==> config.mk <==
export PLATFORM = sky130hd
export DESIGN_NAME = fetch_queue
export DESIGN_NICKNAME = d
export VERILOG_FILES = /design/src/rtl/fetch_queue.sv
export SDC_FILE = /design/constraint.sdc
export NUM_CORES = 1
export LEC_CHECK = 0
export CORE_AREA = 2 2 200 349
export DETAILED_ROUTE_END_ITERATION = 16
export DIE_AREA = 0 0 202 351
export PLACE_DENSITY = 0.58
export SYNTH_ARGS = -nofsm -noshare
export SYNTH_HDL_FRONTEND = slang
export SYNTH_SLANG_ARGS = --single-unit
==> constraint.sdc <==
create_clock -name clk -period 11.65 [get_ports clk]
set_clock_uncertainty 0.15 [all_clocks]
set_input_delay 2.33 -clock clk [delete_from_list [all_inputs] [get_ports clk]]
set_output_delay 2.33 -clock clk [all_outputs]
set_load 0.05 [all_outputs]
==> src/rtl/fetch_queue.sv <==
// Instruction-fetch front end: owns the fetch PC, issues ibus requests and
// buffers returned instructions in a DEPTH-entry circular FIFO toward decode.
// Redirects (jump/trap/mret) flush the queue and discard any in-flight response.
//
// Handshakes:
//   ibus   : ireq_valid/ireq_addr are held stable until iresp_data_ok, which
//            completes the request in the cycle it is seen high.
//   decode : an entry moves when out_valid & out_ready are both high at a
//            rising edge; out_valid never depends on out_ready.
module fetch_queue #(
  parameter int unsigned      XLEN     = 64,
  parameter int unsigned      ILEN     = 32,
  parameter int unsigned      DEPTH    = 4,
  parameter logic [XLEN-1:0]  RESET_PC = 64'h8000_0000
) (
  input  logic                     clk,
  input  logic                     reset,
  output logic                     ireq_valid,
  output logic [XLEN-1:0]          ireq_addr,
  input  logic                     iresp_data_ok,
  input  logic [ILEN-1:0]          iresp_data,
  input  logic                     redirect_valid,
  input  logic [XLEN-1:0]          redirect_pc,
  output logic                     out_valid,
  input  logic                     out_ready,
  output logic [XLEN-1:0]          out_pc,
  output logic [ILEN-1:0]          out_instr,
  output logic                     out_misalign,
  output logic [$clog2(DEPTH):0]   count
);

  localparam int unsigned AW = $clog2(DEPTH);
  localparam int unsigned CW = AW + 1;
  localparam logic [CW-1:0] FULL = CW'(DEPTH);

  typedef enum logic [1:0] {
    S_IDLE    = 2'd0,
    S_REQ     = 2'd1,
    S_DISCARD = 2'd2,
    S_HALT    = 2'd3
  } state_t;

  // FSM state is visible hierarchically as 'state' for checkers.
  state_t state;

  logic [XLEN-1:0] pc;
  logic [XLEN-1:0] pending_pc;
  logic [XLEN-1:0] pc_inc;
  logic            pc_misaligned;
  logic            has_room;

  logic [XLEN-1:0] fifo_pc    [DEPTH];
  logic [ILEN-1:0] fifo_instr [DEPTH];
  logic            fifo_mis   [DEPTH];
  logic [AW-1:0]   head;
  logic [AW-1:0]   tail;

  logic            push;
  logic            pop;
  logic [ILEN-1:0] push_instr;
  logic            push_mis;
  logic [CW-1:0]   count_next;

  assign pc_inc        = pc + XLEN'(4);
  assign pc_misaligned = (pc[1:0] != 2'b00);
  assign has_room      = (count < FULL);

  // Push sources: a returned instruction in REQ, or a misaligned-fetch marker
  // from IDLE. A redirect in the same cycle always wins and drops the push.
  always_comb begin
    push       = 1'b0;
    push_instr = '0;
    push_mis   = 1'b0;
    if (!redirect_valid) begin
      if (state == S_REQ && iresp_data_ok) begin
        push       = 1'b1;
        push_instr = iresp_data;
      end else if (state == S_IDLE && pc_misaligned && has_room) begin
        push     = 1'b1;
        push_mis = 1'b1;
      end
    end
  end

  assign pop        = out_valid && out_ready && !redirect_valid;
  assign count_next = count + {{(CW-1){1'b0}}, push} - {{(CW-1){1'b0}}, pop};

  // Fetch FSM: PC, pending redirect target and the registered request valid.
  always_ff @(posedge clk or negedge reset) begin
    if (!reset) begin
      state      <= S_IDLE;
      pc         <= RESET_PC;
      pending_pc <= '0;
      ireq_valid <= 1'b0;
    end else begin
      case (state)
        S_IDLE: begin
          if (redirect_valid) begin
            pc <= redirect_pc;
          end else if (has_room) begin
            if (pc_misaligned) begin
              state <= S_HALT;
            end else begin
              state      <= S_REQ;
              ireq_valid <= 1'b1;
            end
          end
        end
        S_REQ: begin
          if (redirect_valid) begin
            if (iresp_data_ok) begin
              pc         <= redirect_pc;
              state      <= S_IDLE;
              ireq_valid <= 1'b0;
            end else begin
              // Request is still on the bus; its response must be swallowed.
              pending_pc <= redirect_pc;
              state      <= S_DISCARD;
            end
          end else if (iresp_data_ok) begin
            pc <= pc_inc;
            if (!(count_next < FULL) || (pc_inc[1:0] != 2'b00)) begin
              state      <= S_IDLE;
              ireq_valid <= 1'b0;
            end
          end
        end
        S_DISCARD: begin
          if (iresp_data_ok) begin
            pc         <= redirect_valid ? redirect_pc : pending_pc;
            state      <= S_IDLE;
            ireq_valid <= 1'b0;
          end else if (redirect_valid) begin
            pending_pc <= redirect_pc;
          end
        end
        S_HALT: begin
          if (redirect_valid) begin
            pc    <= redirect_pc;
            state <= S_IDLE;
          end
        end
        default: begin
          state      <= S_IDLE;
          ireq_valid <= 1'b0;
        end
      endcase
    end
  end

  assign ireq_addr = pc;

  // FIFO pointers and occupancy; a redirect empties the queue.
  always_ff @(posedge clk or negedge reset) begin
    if (!reset) begin
      head  <= '0;
      tail  <= '0;
      count <= '0;
    end else if (redirect_valid) begin
      head  <= '0;
      tail  <= '0;
      count <= '0;
    end else begin
      if (push) tail <= tail + AW'(1);
      if (pop)  head <= head + AW'(1);
      count <= count_next;
    end
  end

  // FIFO storage; entries are only ever read while counted as occupied.
  always_ff @(posedge clk) begin
    if (push) begin
      fifo_pc[tail]    <= pc;
      fifo_instr[tail] <= push_instr;
      fifo_mis[tail]   <= push_mis;
    end
  end

  assign out_valid    = (count != '0);
  assign out_pc       = out_valid ? fifo_pc[head]    : '0;
  assign out_instr    = out_valid ? fifo_instr[head] : '0;
  assign out_misalign = out_valid ? fifo_mis[head]   : 1'b0;

endmodule

# After elaboration in Yosys (flattened, before gate mapping)
# Memory sizes are Yosys's and may differ from the RTL's.
# Index checks and enable logic that the tools add are counted.
# op_classes
n_eq_ne	15
muxes	46
div_mod_pow	0
n_lt_le_gt_ge	2
bitwise	0
shifts	0
addsub	5
reduce_logical	21
n_mul	0
# op_table
cell	count
$mux W64	10
$pmux W64 S3	1
$pmux W64 S2	1
$mux W32	3
$add A64 B3 Y64 const B	1
$mux W2	13
$ne A2 B2 Y1 const B	9
$mux W1	15
$reduce_and A6 Y1	2
$reduce_bool A2 Y1	5
$pmux W2 S4	1
$lt A3 B3 Y1 const B	2
$reduce_bool A3 Y1	2
$logic_and A1 B1 Y1	5
$add A2 B1 Y2 const B	2
$eq A2 B2 Y1 const B	2
$reduce_and A4 Y1	1
$add A3 B1 Y3	1
$mux W3	1
$ne A3 B2 Y1 const B	1
$ne A3 B3 Y1 const B	1
$pmux W1 S3	1
$reduce_and A3 Y1	1
$sub A3 B1 Y3	1
6 further kinds	7
# totals
wordCells	99
ff_bits	138
romBits	0
n_memories	3
latchBits	0
mem_bits_rw	388
in_bits	101
out_inout_bits	166
# memory_table
name	words	word_bits	rd	rd_ports_with_merged_regs	wr	line	text
fifo_pc	4	64	1	0	1	52	logic [XLEN-1:0] fifo_pc [DEPTH];
fifo_instr	4	32	1	0	1	53	logic [ILEN-1:0] fifo_instr [DEPTH];
fifo_mis	4	1	1	0	1	54	logic fifo_mis [DEPTH];

# Longest topological paths before layout
# depth
depth_word	15
depth_mapped	17
depth_no_buf	17

# Worst setup path after synthesis
# OpenSTA, ideal clock, no wires.
# synth_timing
kind	input-to-reg
start	in redirect_valid
end	reg state[0]
required_ps	11375
arrival_time_ps	5677
path_stages	17
slack_ps	5699
path_buffers	5
cell_sequence	clkbuf_1 -> clkbuf_1 -> clkbuf_1 -> clkbuf_1 -> buf_1 -> nor2_1 -> ha_1 -> inv_1 -> ha_1 -> inv_1 -> fa_1 -> xnor3_1 -> nand2_1 -> nand2_1 -> a31oi_1 -> and3_1 -> mux2_2
# synth_between
elab_chain_cells	8
elab_cells_between_ends	15
cone_classes	add/sub: 2; order compare: 1; eq/ne: 4; mux: 3; reduce/logical: 5
# synth_lines
item	line	text
from (decl)	22	input logic redirect_valid,
$mux W1 or $logic_not A1 Y1 (tied branches)	74, 85	
$add A3 B1 Y3 or $logic_and A1 B1 Y1 (tied branches)	86, 85	
$sub A3 B1 Y3	86	assign count_next = count + {{(CW-1){1'b0}}, push} - {{(CW-1){1'b0}}, pop};
$lt A3 B3 Y1	122	if (!(count_next < FULL) || (pc_inc[1:0] != 2'b00)) begin
$logic_not A1 Y1	122	
$logic_or A1 B1 Y1	122	
$ne A3 B2 Y1 (no source line)	-	
$reduce_and A6 Y1 (no source line)	-	
to (signal assigned)	118	state <= S_DISCARD;
to (signal assigned)	123	state <= S_IDLE;
to (signal assigned)	131	state <= S_IDLE;
to (decl)	44	state_t state;
# Several ways; a longest one is shown, not always the timed one.
# A chain may end at the register's enable or synchronous reset.

# Final worst setup path
# layout_timing
start	reg head[0]
end	out out_pc[35]
# layout_between
elab_chain_cells	2
# layout_lines
item	line	text
from (decl)	55	logic [AW-1:0] head;
from (signal assigned)	165	if (pop) head <= head + AW'(1);
$mem_v2 Z4 W64	-	
$mux W64	180	assign out_pc = out_valid ? fifo_pc[head] : '0;
to (decl)	26	output logic [XLEN-1:0] out_pc,
# Every way passes these cells.

==> flow_results.org <==
** Synthesis
- For this run, asynchronously set or reset flops after synthesis account for 0.262.
- Of the post-synthesis cell area, the dominant cell type holds 0.493.
- Most area-consuming cells after synthesis :: sky130_fd_sc_hd__edfxtp_1, sky130_fd_sc_hd__dfrtp_1, sky130_fd_sc_hd__mux4_2
- Count of flip-flops with a built-in enable after synthesis :: 388
- For this run, the leading register cell type out of synthesis is sky130_fd_sc_hd__edfxtp_1.
- Number of instances in the synthesized netlist :: 1,716
- For this run, the number of Yosys warnings is 0.
- Largest area contributor in the netlist :: sky130_fd_sc_hd__edfxtp_1
- Synthesized area :: 0.0236 mm^2
- Post-synthesis register bit count :: 526
- Sequential element share of the synthesized area :: 0.639
- In this run, distinct cell masters in the synthesized netlist total 76.
- Net Count, Synth :: 1,831
- A synthesized cell averages 13.8 um^2.

** Worst hold path
- Type of the tightest min-delay check :: reg2reg

** STA
- Slew Limit Fails :: 0
- Slack of the critical path :: 4.65 ns
- Fmax :: 143 MHz
- The worst path in the final design needs a cycle of 7.00 ns, including I/O delays and setup.
- Setup repair after global routing left no endpoint under its margin.
- The hold violation total from the final report was 0.
- Adding up every negative setup slack in the final design gives 0 ns.
- Of the available clock period, the critical path in the final layout requires 0.601.
- Setup violations remaining at the end of the flow were counted as 0.
- Normalized max-slew margin :: 0.166
- Hold is met by 0.358 ns.
- Slew at the pin closest to its max-slew limit :: 1.24 ns

** Global route
- Met1 layer usage reported by global route :: 0.238
- Fraction of met2 tracks used by global routing :: 0.331
- Wire length of the first global-routing pass :: 102,000 um
- Largest net degree at the start of global routing :: 102
- met2 is the most crowded layer.
- Global routing usage summed across all routing layers :: 0.190
- After global routing the overflow that remains totals 0.
- The initial antenna violation count was 4.
- Met3 track demand over resource :: 0.0319
- The number of global-route vias before repair was 15,838.

** Power and ir drop
- Power density of the placed cells :: 295 mW/mm^2
- Across the VDD grid, the largest voltage drop is 0.000136 V.
- Reported leakage power :: 9.95 nW

** Placed design
- OpenSTA, run right after detailed placement, puts the worst setup slack at 5.12 ns.
- Detail Placement HPWL :: 43,400 um
- At the end of routability-driven placement, the weighted congestion stood at 0.837.
- Including well taps, the total number of placed cells is 2,799.
- During placement, the flow inserted port buffers numbering 266.

** Drt
- Once detail routing completed, the nets flagged for antenna violations numbered 0.
- For this block, the routed nets add up to 67,800 um of wire.
- Via-to-Cell Ratio :: 5.40
- Number of optimization iterations in the first detailed-route pass :: 5
- Drt drc :: 0
- Vias post-DR :: 15,615
- Wire per inst :: 23.4 um
- After the first detailed-routing iteration, the DRC count stood at 1,093.

** Critical path
- Data arrival time of the critical path :: 4.52 ns
- By startpoint and endpoint, the worst setup path is classified as reg2out.
- STA classifies the critical path startpoint as a flop.
- STA classifies the critical path endpoint as a primary output.
- Crit Path Max Fanout :: 39
- Data required time at the worst endpoint :: 9.17 ns

** Clocking
- Clock latency of the later-clocked register in the worst-skew pair :: 0.59 ns
- CTS buffer count :: 50
- Resized Gates After CTS :: 0
- Setup Buffers After CTS :: 0
- CTS built an H-tree with a depth of 2.
- The number of hold buffers added after CTS was 0.
- Counting along the longest clock path gives a buffer depth of 3.
- Clock-pin slew was measured on the worst setup and hold paths at 0.07 ns.
- CTS sink cnt :: 526
- In this run the clock root is driven by a sky130_fd_sc_hd__clkbuf_16.
- CTS tree :: built

** Floorplan
- Core outline area :: 0.0682 mm^2
- # rows :: 127
- 267 I/O pins were placed.
- The die is 202 um wide.
- From bottom edge to top edge, the die measures 351 um.
- Starting Density :: 0.347
- Total die area :: 0.0709 mm^2

** Layout
- Fill cells in the final layout number 6,169.
- The area growth from synthesis to layout is 22.5%.
- Layout Cells excl Fill :: 2,892
- Leaving out fill and tap cells, the most frequent cell in the layout is sky130_fd_sc_hd__edfxtp_1.
- Registers take 0.0151 mm^2.
- In the final layout, the multi-input gates occupy 0.00793 mm^2.
- Leading cell types in the layout, fill and taps excluded :: sky130_fd_sc_hd__edfxtp_1, sky130_fd_sc_hd__clkdlybuf4s50_1, sky130_fd_sc_hd__nand2_1
- Nets@finish :: 2,063
- At the end of the flow the core is filled with cells to 0.425.
- 0 antenna diodes ended up in the layout.
- In the final layout, the share of cells above drive strength 1 is 0.133.

** Status
- The flow ran to the end, and the final reports show no timing, DRC or antenna violations.

** Flow run
- Max-capacitance violation count :: 0
## through the flow
step	power (mW)	instance area (um^2)
after global placement	6.85	27300
final	8.54	29000
after CTS	8.65	29000
after detailed placement	6.93	27300
after floorplan	5.53	23600
after global routing	8.99	29000
## path summary, 6_finish.rpt
kind                                      from              to  cells past startpoint  slack [ns]
worst min-delay path            pending_pc[34]  pending_pc[34]                      1        0.36
worst min register to register  pending_pc[34]  pending_pc[34]                      1        0.36
worst max register to register        count[2]        state[1]                     14        7.65
max in group asynchronous                reset   ireq_addr[30]                      2        8.26
min in group asynchronous                reset  pending_pc[45]                      1        1.62
worst max-delay path                   head[0]      out_pc[35]                      5        4.65
## cell type report
| class | count | share of cell area |
|---|---|---|
| clock buffers | 60 | 0.0459 |
| clock inverters | 33 | 0.0123 |
| well taps | 903 | 0.0390 |
| multi-input cells | 1016 | 0.274 |
| repair buffers | 293 | 0.0989 |
| inverters | 61 | 0.00791 |
| flip-flops and latches | 526 | 0.522 |
## report_power, final
part | switching (mW) | internal, mW | total, mW
sequential | 0.506 | 2.57 | 3.07
clock | 0.730 | 0.971 | 1.70
combinational | 2.38 | 1.38 | 3.76
total | 3.61 | 4.92 | 8.54
## routing by layer
metal	vias up	routed length, um	part of all wire
met2	491	33800	0.50
li1	7057	-	-
met3	105	3820	0.056
met4	8	2240	0.033
met1	7954	27900	0.41
met5	-	45	0.00066
## synthesized netlist by cell type (8+ instances only)
cell type / count
sky130_fd_sc_hd__a211oi_1: 20
sky130_fd_sc_hd__a21oi_1: 75
sky130_fd_sc_hd__a221o_1: 11
sky130_fd_sc_hd__a221oi_1: 35
sky130_fd_sc_hd__a22o_1: 9
sky130_fd_sc_hd__a22oi_1: 13
sky130_fd_sc_hd__a31oi_1: 13
sky130_fd_sc_hd__and2_1: 131
sky130_fd_sc_hd__and3_1: 15
sky130_fd_sc_hd__buf_1: 24
sky130_fd_sc_hd__clkbuf_1: 86
sky130_fd_sc_hd__dfrtp_1: 137
sky130_fd_sc_hd__edfxtp_1: 388
sky130_fd_sc_hd__ha_1: 13
sky130_fd_sc_hd__inv_1: 61
sky130_fd_sc_hd__mux2_2: 34
sky130_fd_sc_hd__mux2i_1: 11
sky130_fd_sc_hd__mux4_2: 97
sky130_fd_sc_hd__nand2_1: 140
sky130_fd_sc_hd__nand3_1: 28
sky130_fd_sc_hd__nand4_1: 20
sky130_fd_sc_hd__nor2_1: 70
sky130_fd_sc_hd__nor3_1: 26
sky130_fd_sc_hd__nor4_1: 14
sky130_fd_sc_hd__o21ai_0: 123
sky130_fd_sc_hd__o22a_1: 8
sky130_fd_sc_hd__o31ai_1: 15
## sequential cells by signal (all words and copies together), names as in the netlist
register / count
ireq_valid: 1
count: 3
pending_pc: 64
fifo_pc: 256
tail: 2
ireq_addr: 64
state: 2
fifo_mis: 4
fifo_instr: 128
head: 2
## kinds of logic after synthesis
kind of cell	count (synthesis)	share of synthesized area
DFF	526	0.639
muxes	142	0.113
and+or+nand+nor	480	0.106
AOI/OAI and AO/OA	371	0.102
adders and majority gates	14	0.00773
buffers and inverters	174	0.0281
xor gates and xnor gates	9	0.00392
## worst max-delay path: stages (launching register included)
cell and delay, ns:
sky130_fd_sc_hd__dfrtp_4 0.88, sky130_fd_sc_hd__buf_4 0.67, sky130_fd_sc_hd__buf_4 0.76, sky130_fd_sc_hd__mux4_2 0.59, sky130_fd_sc_hd__and2_1 0.19, sky130_fd_sc_hd__clkdlybuf4s50_1 0.71
(Power assumes the default switching activity.)
